### config.mk
export PLATFORM = sky130hd
export DESIGN_NAME = load_clear_register
export DESIGN_NICKNAME = d
export VERILOG_FILES = /design/src/rtl/load_clear_register.sv
export SDC_FILE = /design/constraint.sdc
export NUM_CORES = 1
export LEC_CHECK = 0
export CAP_MARGIN = 20
export CORE_AREA = 2 2 39 41
export CTS_CLUSTER_DIAMETER = 50
export CTS_CLUSTER_SIZE = 10
export DETAILED_ROUTE_END_ITERATION = 8
export DIE_AREA = 0 0 41 43
export PLACE_DENSITY = 0.61
export SKIP_CTS_REPAIR_TIMING = 1
export SYNTH_ARGS = -nofsm -noshare
export SYNTH_HDL_FRONTEND = slang
export SYNTH_SLANG_ARGS = --single-unit
### constraint.sdc
create_clock -name clk -period 1 [get_ports clk]
set_input_delay 0.25 -clock clk [delete_from_list [all_inputs] [get_ports clk]]
set_output_delay 0.25 -clock clk [all_outputs]
set_load 0.005 [all_outputs]
### src/rtl/load_clear_register.sv
// Purpose : WIDTH-bit storage register with synchronous load and synchronous clear.
// Latency : 1 cycle from rst/clr/ld sampled high to dataOut updated; no comb in->out path.
// Backpr. : none; ld is accepted on every edge it is sampled high.
//
// Ports:
//   clk      in   1      clock, rising-edge active
//   rst      in   1      synchronous active-high reset -> dataOut = RESET_VALUE
//   ld       in   1      load enable, captures dataIn on the next rising edge
//   clr      in   1      synchronous clear to all-zeros, overrides ld
//   dataIn   in   WIDTH  data to be loaded
//   dataOut  out  WIDTH  registered contents, driven straight from the flops
//   valid    out  1      present only when REGISTER_VALID_EN is defined
//
// Build option: `define REGISTER_VALID_EN adds the valid output and its flop.
// valid separates "loaded with zero" (valid=1) from "cleared/reset" (valid=0).

module load_clear_register #(
  parameter int               WIDTH       = 8,
  parameter logic [WIDTH-1:0] RESET_VALUE = '0
) (
  input  logic             clk,
  input  logic             rst,
  input  logic             ld,
  input  logic             clr,
  input  logic [WIDTH-1:0] dataIn,
  output logic [WIDTH-1:0] dataOut
`ifdef REGISTER_VALID_EN
  ,
  output logic             valid
`endif
);

  logic [WIDTH-1:0] r_data;

  // Priority rst > clr > ld > hold. clr always goes to zero, not RESET_VALUE.
  always_ff @(posedge clk) begin
    if (rst) begin
      r_data <= RESET_VALUE;
    end else if (clr) begin
      r_data <= '0;
    end else if (ld) begin
      r_data <= dataIn;
    end
  end

  assign dataOut = r_data;

`ifdef REGISTER_VALID_EN
  logic r_valid;

  // Same priority chain as the data flops so valid never disagrees with data.
  always_ff @(posedge clk) begin
    if (rst || clr) begin
      r_valid <= 1'b0;
    end else if (ld) begin
      r_valid <= 1'b1;
    end
  end

  assign valid = r_valid;
`endif

endmodule

## Word-level counts from Yosys, hierarchy flattened

Cells that the tools add are included.
Widths: inputs -> output; s select.

- Flip-flop bits (word level): 8
- Latch bits: 0
- RAM bits: 0
- Memory bits (read-only): 0
- Output and inout bits: 8
- Word-level logic and storage cells: 2
- Memories kept: 0

- Add/subtract/negate cells: 0
- $mul: 0
- Divide/modulo/power cells: 0
- Magnitude comparators: 0
- Equal/unequal tests: 0
- Shifts and indexed selects: 0
- Multiplexer cells: 0
- Bitwise gates (word level): 0
- Reduce and logical (&&, ||, !) cells: 1

Operators with widths:

| operator | count |
|---|---|
| $reduce_or 2->1 | 1 |

## Logic depth before layout (Yosys ltp)

Gate-level depths: netlist of the first run.

- Depth after elaboration: 1
- Gate-level depth with buffers: 3

## Worst setup path before layout of the first run

OpenSTA, ideal clock, no wires.

- Kind: input to register
- From: in ld
- To: reg r_data[0] (netlist: dataOut[0])
- Data arrival time: 0.625 ns
- Setup slack: 0.260 ns
- Stages: 3
- Cells stage by stage: buf_4 > mux2i_1 > nor2_1

RTL lines:

| element | RTL line | RTL |
|---|---|---|
| from (decl) | 23 | `input logic ld,` |
| to (signal assigned) | 42 | `r_data <= dataIn;` |
| to (decl) | 33 | `logic [WIDTH-1:0] r_data;` |

## Worst setup path after layout of the first run

- From: reg r_data[5] (netlist: dataOut[5])
- To: out dataOut[5]

RTL lines:

| element | RTL line | RTL |
|---|---|---|
| to (decl) | 26 | `output logic [WIDTH-1:0] dataOut` |

No word-level cell between the ends.

==> results of run 1 <==
## stage by stage
step / TNS [ps] / power [mW] / utilization [%] / setup WS (ps)
6_report: 0 / 0.676 / 39.2 / 51.5
5_1_grt: 0 / 0.720 / 39.2 / 2.67
4_1_cts: -2720 / 0.701 / 37.9 / -354
3_5_place_dp: -2320 / 0.448 / 36.3 / -248
3_3_place_gp: -2290 / 0.448 / 36.3 / -239
2_1_floorplan: 0 / 0.382 / - / 260
## synthesized netlist by cell type
| master | number |
|---|---|
| nor2_1 | 8 |
| dfxtp_1 | 8 |
| buf_6 | 1 |
| or2_1 | 1 |
| buf_4 | 1 |
| mux2i_1 | 8 |
## kinds of logic (layout without fill, tap and decap cells)
family	count (synthesis)	count (layout)	share of synthesized area, %
flip-flops	8	8	54.2
buffers and inverters	2	24	6.36
multiplexers	8	8	27.1
AND/OR/NAND/NOR	9	9	12.3
## layout make-up
type	instances	share of cell area, %
sequential	8	29.5
timing repair buffer	21	41.2
clock buffer	3	4.15
tap	16	3.69
multi-input combinational	17	21.4
## worst min-delay path by stage
stage | startpoint | endpoint | slack, ps | depth (start not counted)
5_1_grt | ld | dataOut[6] | 450 | 4
3_5_place_dp | dataOut[3] | dataOut[3] | 490 | 2
4_1_cts | dataOut[3] | dataOut[3] | 500 | 2
2_1_floorplan | dataIn[0] | dataOut[0] | 400 | 2
3_3_place_gp | dataOut[4] | dataOut[4] | 470 | 2
6_report | ld | dataOut[4] | 430 | 4
## power by group
group          switching (mW)  total, mW  internal [mW]
Sequential            0.00417      0.334          0.330
Combinational          0.0306      0.103         0.0722
Clock                   0.102      0.239          0.137
## tightest hold or removal path, delay by kind of cell
| kind | cells | cell delay, ps |
|---|---|---|
| multiplexers | 1 | 70 |
| AND/OR/NAND/NOR | 1 | 70 |
| buffers and inverters | 2 | 250 |
## layer usage
metal / wire length [um] / vias up
li1: - / 133
met2: 273 / 14
met3: 80 / 0
met4: 0 / 0
met5: 0 / -
met1: 247 / 107
## layout by cell type, fill, tap and decap left out
master	netlist	final
nor2_1	8	8
mux2i_1	8	8
dfxtp_1	8	8
clkbuf_4	0	3
dlymetal6s2s_1	0	8
buf_4	1	1
or2_1	1	1
clkbuf_2	0	1
clkdlybuf4s50_1	0	10
buf_6	1	1
==> impl_results.md, run 1 <==
* Placed Cells at 62
* Reg2Reg Depth at 2
* Placed cell area at 502 um^2
* Multi-input logic area at 116 um^2
* Initial core utilization at 21.3%
* Worst-margin pin slew at 265 ps
* Antenna violations before repair at 0
* Synth area leaders: dfxtp_1 (54%), mux2i_1 (27%), nor2_1 (10%), buf_6 (3.8%), buf_4 (2.5%)
* Largest net degree at the start of global routing at 9
* Clock sinks at 8
* Drt first pass iters at 2
* HPWL after detailed placement at 479 um
* Synth area leader: dfxtp_1
* WL final at 600 um
* Worst min path class: in -> reg
* Routed wire length per instance at 9.23 um
* Port bufs at 19
* Worst r2r src: dataOut[5]
* Max-Cap Viols at 0
* Post-Synthesis Cells at 27
* Final-report setup violation count at 0
* Status: complete, no violations
* DRC at 0
* H-tree lvl count at 1
* Clock Tree Root: clkbuf_4
* Sequential Area at 160 um^2
* Final cycle utilization of the critical path at 94.8%
* Fmax achieved at 1050 MHz
* Gr busiest metal: met2
* RSZ-0062 raised after global routing: no
* Row count at 14
* DRT antenna net count at 0
* WP depth at 1
* Flops & latches, synth at 8
* Setup crit end kind: output pin
* Final instance area at 543 um^2
* DRT iter0 DRCs at 2
* Synthesis-to-layout area growth at 83.9%
* Largest stage delay, worst path at 300 ps
* Max FFs per register at 8
* Met2 usage at 11.3%
* Hold_ws at 428 ps
* Worst-path cell chain: dlymetal6s2s_1
* Critical Path Sink: dataOut[5]
* Syn_area_per_cell at 10.9 um^2
* Ratio of cells with drive above 1 in the final layout at 12.2%
* Final Instance Count excl. Fillers at 65
* Die Span X at 41 um
* Fin nets at 63
* Final Max Slew Viols at 0
* Lkg Pwr at 0.351 nW
* Max IR drop VDD at 0.000662 V
* Critical path class: reg -> out
* Post-layout min period at 948 ps
* Remaining Overflow, GRT at 0
* Synthesis Warnings at 0
* Crit path DAT at 700 ps
* Post-synth top area share at 54.2%
* Clock transition at path regs at 50 ps
* Met1 Use GR at 9.09%
* Crit start category: register
* Worst Path Required at 750 ps
* Antenna Cells at 0
* Final hold violation count at 0
* Vias in the first global route at 240
* PD cells at 1240 mW/mm^2
* Vias at 254
* Worst Setup SP: dataOut[5]
* Met3 GRT Util at 9.42%
* Fillers at 142
* I/O pins at 20
* Worst rel slew slack at 82.4%
* CTS tree: done
* Top delay family on crit path: flip-flops
* Die H at 43 um
* Vias per inst at 3.91
* Worst-Skew Late Latency at 250 ps
* Register area share after synthesis at 54.2%
* First-pass GRT wire length at 972 um
* Mapped Area at 295 um^2
* Final Skew at 0 ps
* Die Footprint at 0.00176 mm^2
* Maximum fanout along the worst path at 2
* GPL Wtd Cong at 0.522
* Core area at 0.00138 mm^2
* Worst Path Buf+Inv at 1
* R2R Setup Slk at 400 ps
* Reg2reg end: dataOut[5]
* Tot GR Track Use at 8.86%
* Yosys cell types at 6
* Slowest-stage cell, CP: dfxtp_1
* Num CTS Buffers at 3
* Syn_nets at 39
* Clock buffer depth at 2
Note: power is estimated with default switching activity, not from simulation.
==> run 2, diff against run 1 <==
--- a/config.mk
+++ b/config.mk
@@ -6,11 +6,11 @@
 export NUM_CORES = 1
 export LEC_CHECK = 0
 export CAP_MARGIN = 20
-export CORE_AREA = 2 2 39 41
+export CORE_AREA = 4 4 41 43
 export CTS_CLUSTER_DIAMETER = 50
 export CTS_CLUSTER_SIZE = 10
 export DETAILED_ROUTE_END_ITERATION = 8
-export DIE_AREA = 0 0 41 43
+export DIE_AREA = 0 0 45 47
 export PLACE_DENSITY = 0.61
 export SKIP_CTS_REPAIR_TIMING = 1
 export SYNTH_ARGS = -nofsm -noshare
==> run 2 against run 1 <==
  * Critical endpoint is now dataOut[2]
  * Largest power group unchanged
  * Setup slack barely moved
  * First-iteration DRC count decreased by 100%
  * Die area increased by 20%
  * Sequential share of layout area increased by 0.068 points
==> impl_results.md, run 2 (same netlist as run 1, synthesis figures left out) <==
* Status: complete, no violations
* Final Max Slew Viols at 0
* Worst-Skew Late Latency at 240 ps
* Hold wc startpoint: ld
* Clock transition at path regs at 50 ps
* Reg2reg end: dataOut[2]
* Tot GR Track Use at 6.58%
* Placed cell area at 500 um^2
* Most common cell after layout, fill and taps aside: clkdlybuf4s50_1
* Total power at 0.669 mW
* Worst r2r src: dataOut[2]
* DRT iter0 DRCs at 0
* R2R Setup Slk at 400 ps
* Worst min path class: in -> reg
* H-tree lvl count at 1
* Worst Path Required at 750 ps
* DRT antenna net count at 0
* WL final at 618 um
* GPL Wtd Cong at 0.617
* Num CTS Buffers at 3
* Worst Path Buf+Inv at 1
* Fin nets at 63
* Antenna violations before repair at 0
* Slowest-stage cell, CP: dfxtp_1
* Vias at 251
* Crit path DAT at 700 ps
* Largest net degree at the start of global routing at 9
* Worst rel slew slack at 82.4%
* Die Span X at 45 um
* Setup crit end kind: output pin
* Worst-path cell chain: dlymetal6s2s_1
* Worst Hold Endpoint: dataOut[4]
* Comb power frac at 15.4%
* Final cycle utilization of the critical path at 94.8%
* DRC at 0
* RSZ-0062 raised after global routing: no
* CTS tree: done
* Clk pwr share at 34.6%
* Final instance area at 542 um^2
* Clock buffer depth at 2
* Vias per inst at 3.92
* Most frequent cells in the layout: clkdlybuf4s50_1 (10), mux2i_1 (8), nor2_1 (8), dfxtp_1 (8), dlymetal6s2s_1 (8)
* Worst-margin pin slew at 265 ps
* Maximum fanout along the worst path at 2
* Routed wire length per instance at 9.66 um
* Ratio of cells with drive above 1 in the final layout at 12.2%
* Lkg Pwr at 0.351 nW
* Die H at 47 um
* Drt first pass iters at 1
* WP depth at 1
* Core area at 0.00130 mm^2
* Final-report setup violation count at 0
* Crit start category: register
* Hold Path Stages at 4
* Remaining Overflow, GRT at 0
* First-pass GRT wire length at 952 um
* Post-layout min period at 948 ps
* Clock sinks at 8
* P_sw at 0.131 mW
* Critical path class: reg -> out
* Row count at 13
* Synthesis-to-layout area growth at 83.5%
* Die Footprint at 0.00212 mm^2
* Clock Tree Root: clkbuf_4
* Final Instance Count excl. Fillers at 64
* Internal cell power at 0.538 mW
* Final hold violation count at 0
* Antenna Cells at 0
* Port bufs at 19
* Reg power frac at 50.0%
* Largest stage delay, worst path at 330 ps
* Fmax achieved at 1050 MHz
* PD cells at 1230 mW/mm^2
* Vias in the first global route at 229
* Sw frac at 19.5%
* Hold_ws at 441 ps
* Top delay family on crit path: flip-flops
* Initial core utilization at 22.7%
* Reg2Reg Depth at 2
* Max FFs per register at 8
* I/O pins at 20
* Final Skew at 0 ps
* Max-Cap Viols at 0
* Final core utilization at 41.6%
* Placed Cells at 61
* Max IR drop VDD at 0.000535 V
* HPWL after detailed placement at 493 um
run 2: power by group through the flow:
stage	Sequential (mW)	Clock [mW]	Combinational [mW]
6_report	0.334	0.232	0.103
3_5_place_dp	0.341	0	0.107
2_1_floorplan	0.342	0	0.0393
4_1_cts	0.335	0.245	0.108
3_3_place_gp	0.341	0	0.107
5_1_grt	0.335	0.258	0.112
run 2: worst max-delay path by stage:
stage / slack [ps] / startpoint / to
final: 50 / dataOut[2] / dataOut[2]
after detailed placement: -260 / ld / dataOut[1]
after CTS: -350 / dataOut[6] / dataOut[6]
after floorplan: 260 / ld / dataOut[0]
after global placement: -240 / ld / dataOut[3]
after global routing: 7 / dataOut[5] / dataOut[5]
run 2: layout make-up:
cell class,count,area (um^2)
Tap cell,15,18.8
Sequential cell,8,160
Clock buffer,3,22.5
Fill cell,142,759
Timing Repair Buffer,21,224
Multi-Input combinational cell,17,116
run 2: stage by stage:
stage	setup TNS, ps	setup WS, ps
floorplan	0	260
global placement	-2330	-241
detailed placement	-2400	-257
CTS	-2650	-354
global route	0	6.96
finish	0	51.6
run 2: per-layer routing:
metal	up-vias	GRT usage (%)	wire length [um]
met5	-	0	0
met4	0	3.51	0
met3	0	4.21	94
met2	14	7.91	253
met1	105	8.74	270
li1	132	-	-
==> run 3, diff against run 2 <==
--- a/config.mk
+++ b/config.mk
@@ -16,3 +16,4 @@
 export SYNTH_ARGS = -nofsm -noshare
 export SYNTH_HDL_FRONTEND = slang
 export SYNTH_SLANG_ARGS = --single-unit
+export TNS_END_PERCENT = 20
==> run 3 against run 2 <==
  * Clock skew is the same
  * Cell area shrank 1.2%
  * Worst hold slack gained 41 ps
  * Die area did not move
  * Sequential power barely moved
  * Count of clock-buffer cells in the layout did not move
  * Critical path type is now in -> reg
  * Largest cell class unchanged
==> impl_results.md, run 3 (same netlist as run 1, synthesis figures left out) <==
* Initial core utilization at 22.7%
* Max IR drop VDD at 0.000524 V
* Die Footprint at 0.00212 mm^2
* Worst-path cell chain: clkdlybuf4s50_1 > buf_4 > mux2i_1 > nor2_1
* R2R Setup Slk at 400 ps
* I/O pins at 20
* Largest stage delay, worst path at 480 ps
* DRT iter0 DRCs at 0
* Drt first pass iters at 1
* Worst Hold Endpoint: dataOut[0]
* WL final at 614 um
* Post-layout min period at 995 ps
* Vias per inst at 3.89
* Clock Tree Root: clkbuf_4
* Slowest-stage cell, CP: clkdlybuf4s50_1
* Status: complete, no violations
* Sequential Area at 160 um^2
* Placed Cells at 61
* Die Span X at 45 um
* Synthesis-to-layout area growth at 81.4%
* Setup ws final at 5.47 ps
* Antenna Cells at 0
* Max FFs per register at 8
* Setup crit end kind: register
* Worst rel slew slack at 82.3%
* Multi-input logic area at 116 um^2
* Hold wc startpoint: dataOut[0]
* Tot GR Track Use at 6.58%
* CTS tree: done
* Crit start category: input port
* RSZ-0062 raised after global routing: yes
* Row count at 13
* Worst-margin pin slew at 265 ps
* Die H at 47 um
* Final Skew at 0 ps
* Fmax achieved at 1010 MHz
* DRC at 0
* H-tree lvl count at 1
* Critical path class: in -> reg
* Most common cell after layout, fill and taps aside: clkdlybuf4s50_1
* Worst Path Buf+Inv at 2
* Crit path DAT at 1120 ps
* DP Worst Slack at -257 ps
* DRT antenna net count at 0
* Final cycle utilization of the critical path at 99.5%
* Ratio of cells with drive above 1 in the final layout at 12.2%
* First-pass GRT wire length at 952 um
* HPWL after detailed placement at 493 um
* Reg2reg end: dataOut[2]
* Clock sinks at 8
* Worst min path class: reg -> reg
* Most frequent cells in the layout: clkdlybuf4s50_1 (11), mux2i_1 (8), nor2_1 (8), dfxtp_1 (8), dlymetal6s2s_1 (7)
* Final setup TNS at 0 ps
* Worst r2r src: dataOut[2]
* Fin nets at 63
* Final Max Slew Viols at 0
* Maximum fanout along the worst path at 4
* Fillers at 140
* Port bufs at 19
* Clock transition at path regs at 50 ps
* Num CTS Buffers at 3
* Remaining Overflow, GRT at 0
* Final-report setup violation count at 0
* Worst Path Required at 1130 ps
* PD cells at 1250 mW/mm^2
* Max-Cap Viols at 0
* Reg2Reg Depth at 2
* Largest net degree at the start of global routing at 9
* Final hold violation count at 0
* Antenna violations before repair at 0
* Vias at 249
* Clock buffer depth at 2
* Vias in the first global route at 229
* Routed wire length per instance at 9.59 um
* Worst-Skew Late Latency at 240 ps
* Lkg Pwr at 0.341 nW
* Hold Path Stages at 2
* Final Instance Count excl. Fillers at 64
* Total power at 0.668 mW
* GPL Wtd Cong at 0.617
* Core area at 0.00130 mm^2
* Top delay family on crit path: buffers and inverters
-- run 3: cell types whose count changed in the layout (fill, tap and decap cells not counted), sizes merged --
cell           previous run  this run
dlymetal6s2s              8         7
clkdlybuf4s50            10        11
-- run 3: per-stage QoR --
step | instance area (um^2) | util (%) | hold slack [ps]
2_1_floorplan | 295 | - | 397
3_3_place_gp | 500 | 38.5 | 475
3_5_place_dp | 500 | 38.5 | 482
4_1_cts | 523 | 40.2 | 495
5_1_grt | 536 | 41.2 | 516
6_report | 536 | 41.2 | 482
-- run 3: worst max path at each step --
stage / cells after the start / endpoint / startpoint / slack, ps
final: 4 / dataOut[1] / ld / 5
after global routing: 4 / dataOut[6] / ld / -40
after CTS: 1 / dataOut[6] / dataOut[6] / -350
after detailed placement: 4 / dataOut[1] / ld / -260
after global placement: 4 / dataOut[3] / ld / -240
after floorplan: 3 / dataOut[0] / ld / 260
-- run 3: metal layers --
| layer | vias up | track usage [%] | wire length [um] |
|---|---|---|---|
| li1 | 131 | - | - |
| met1 | 104 | 8.74 | 270 |
| met2 | 14 | 7.91 | 248 |
| met3 | 0 | 4.21 | 94 |
| met4 | 0 | 3.51 | 0 |
| met5 | - | 0 | 0 |
-- run 3: worst min-delay path, cell delays in order (launching register included) --
cell     delay, ps
dfxtp_1        310
mux2i_1         60
nor2_1          70
-- run 3: area by class of cell --
type,count,share of cell area [%]
tap,15,3.50
timing repair buffer,21,40.7
sequential,8,29.9
clock buffer,3,4.21
multi-input combinational,17,21.7
-- run 3: report_power, final --
part | switching, mW | internal (mW) | leakage [nW]
logic | 0.0302 | 0.0714 | 0.262
registers | 0.00445 | 0.330 | 0.0652
clock network | 0.0954 | 0.136 | 0.0138
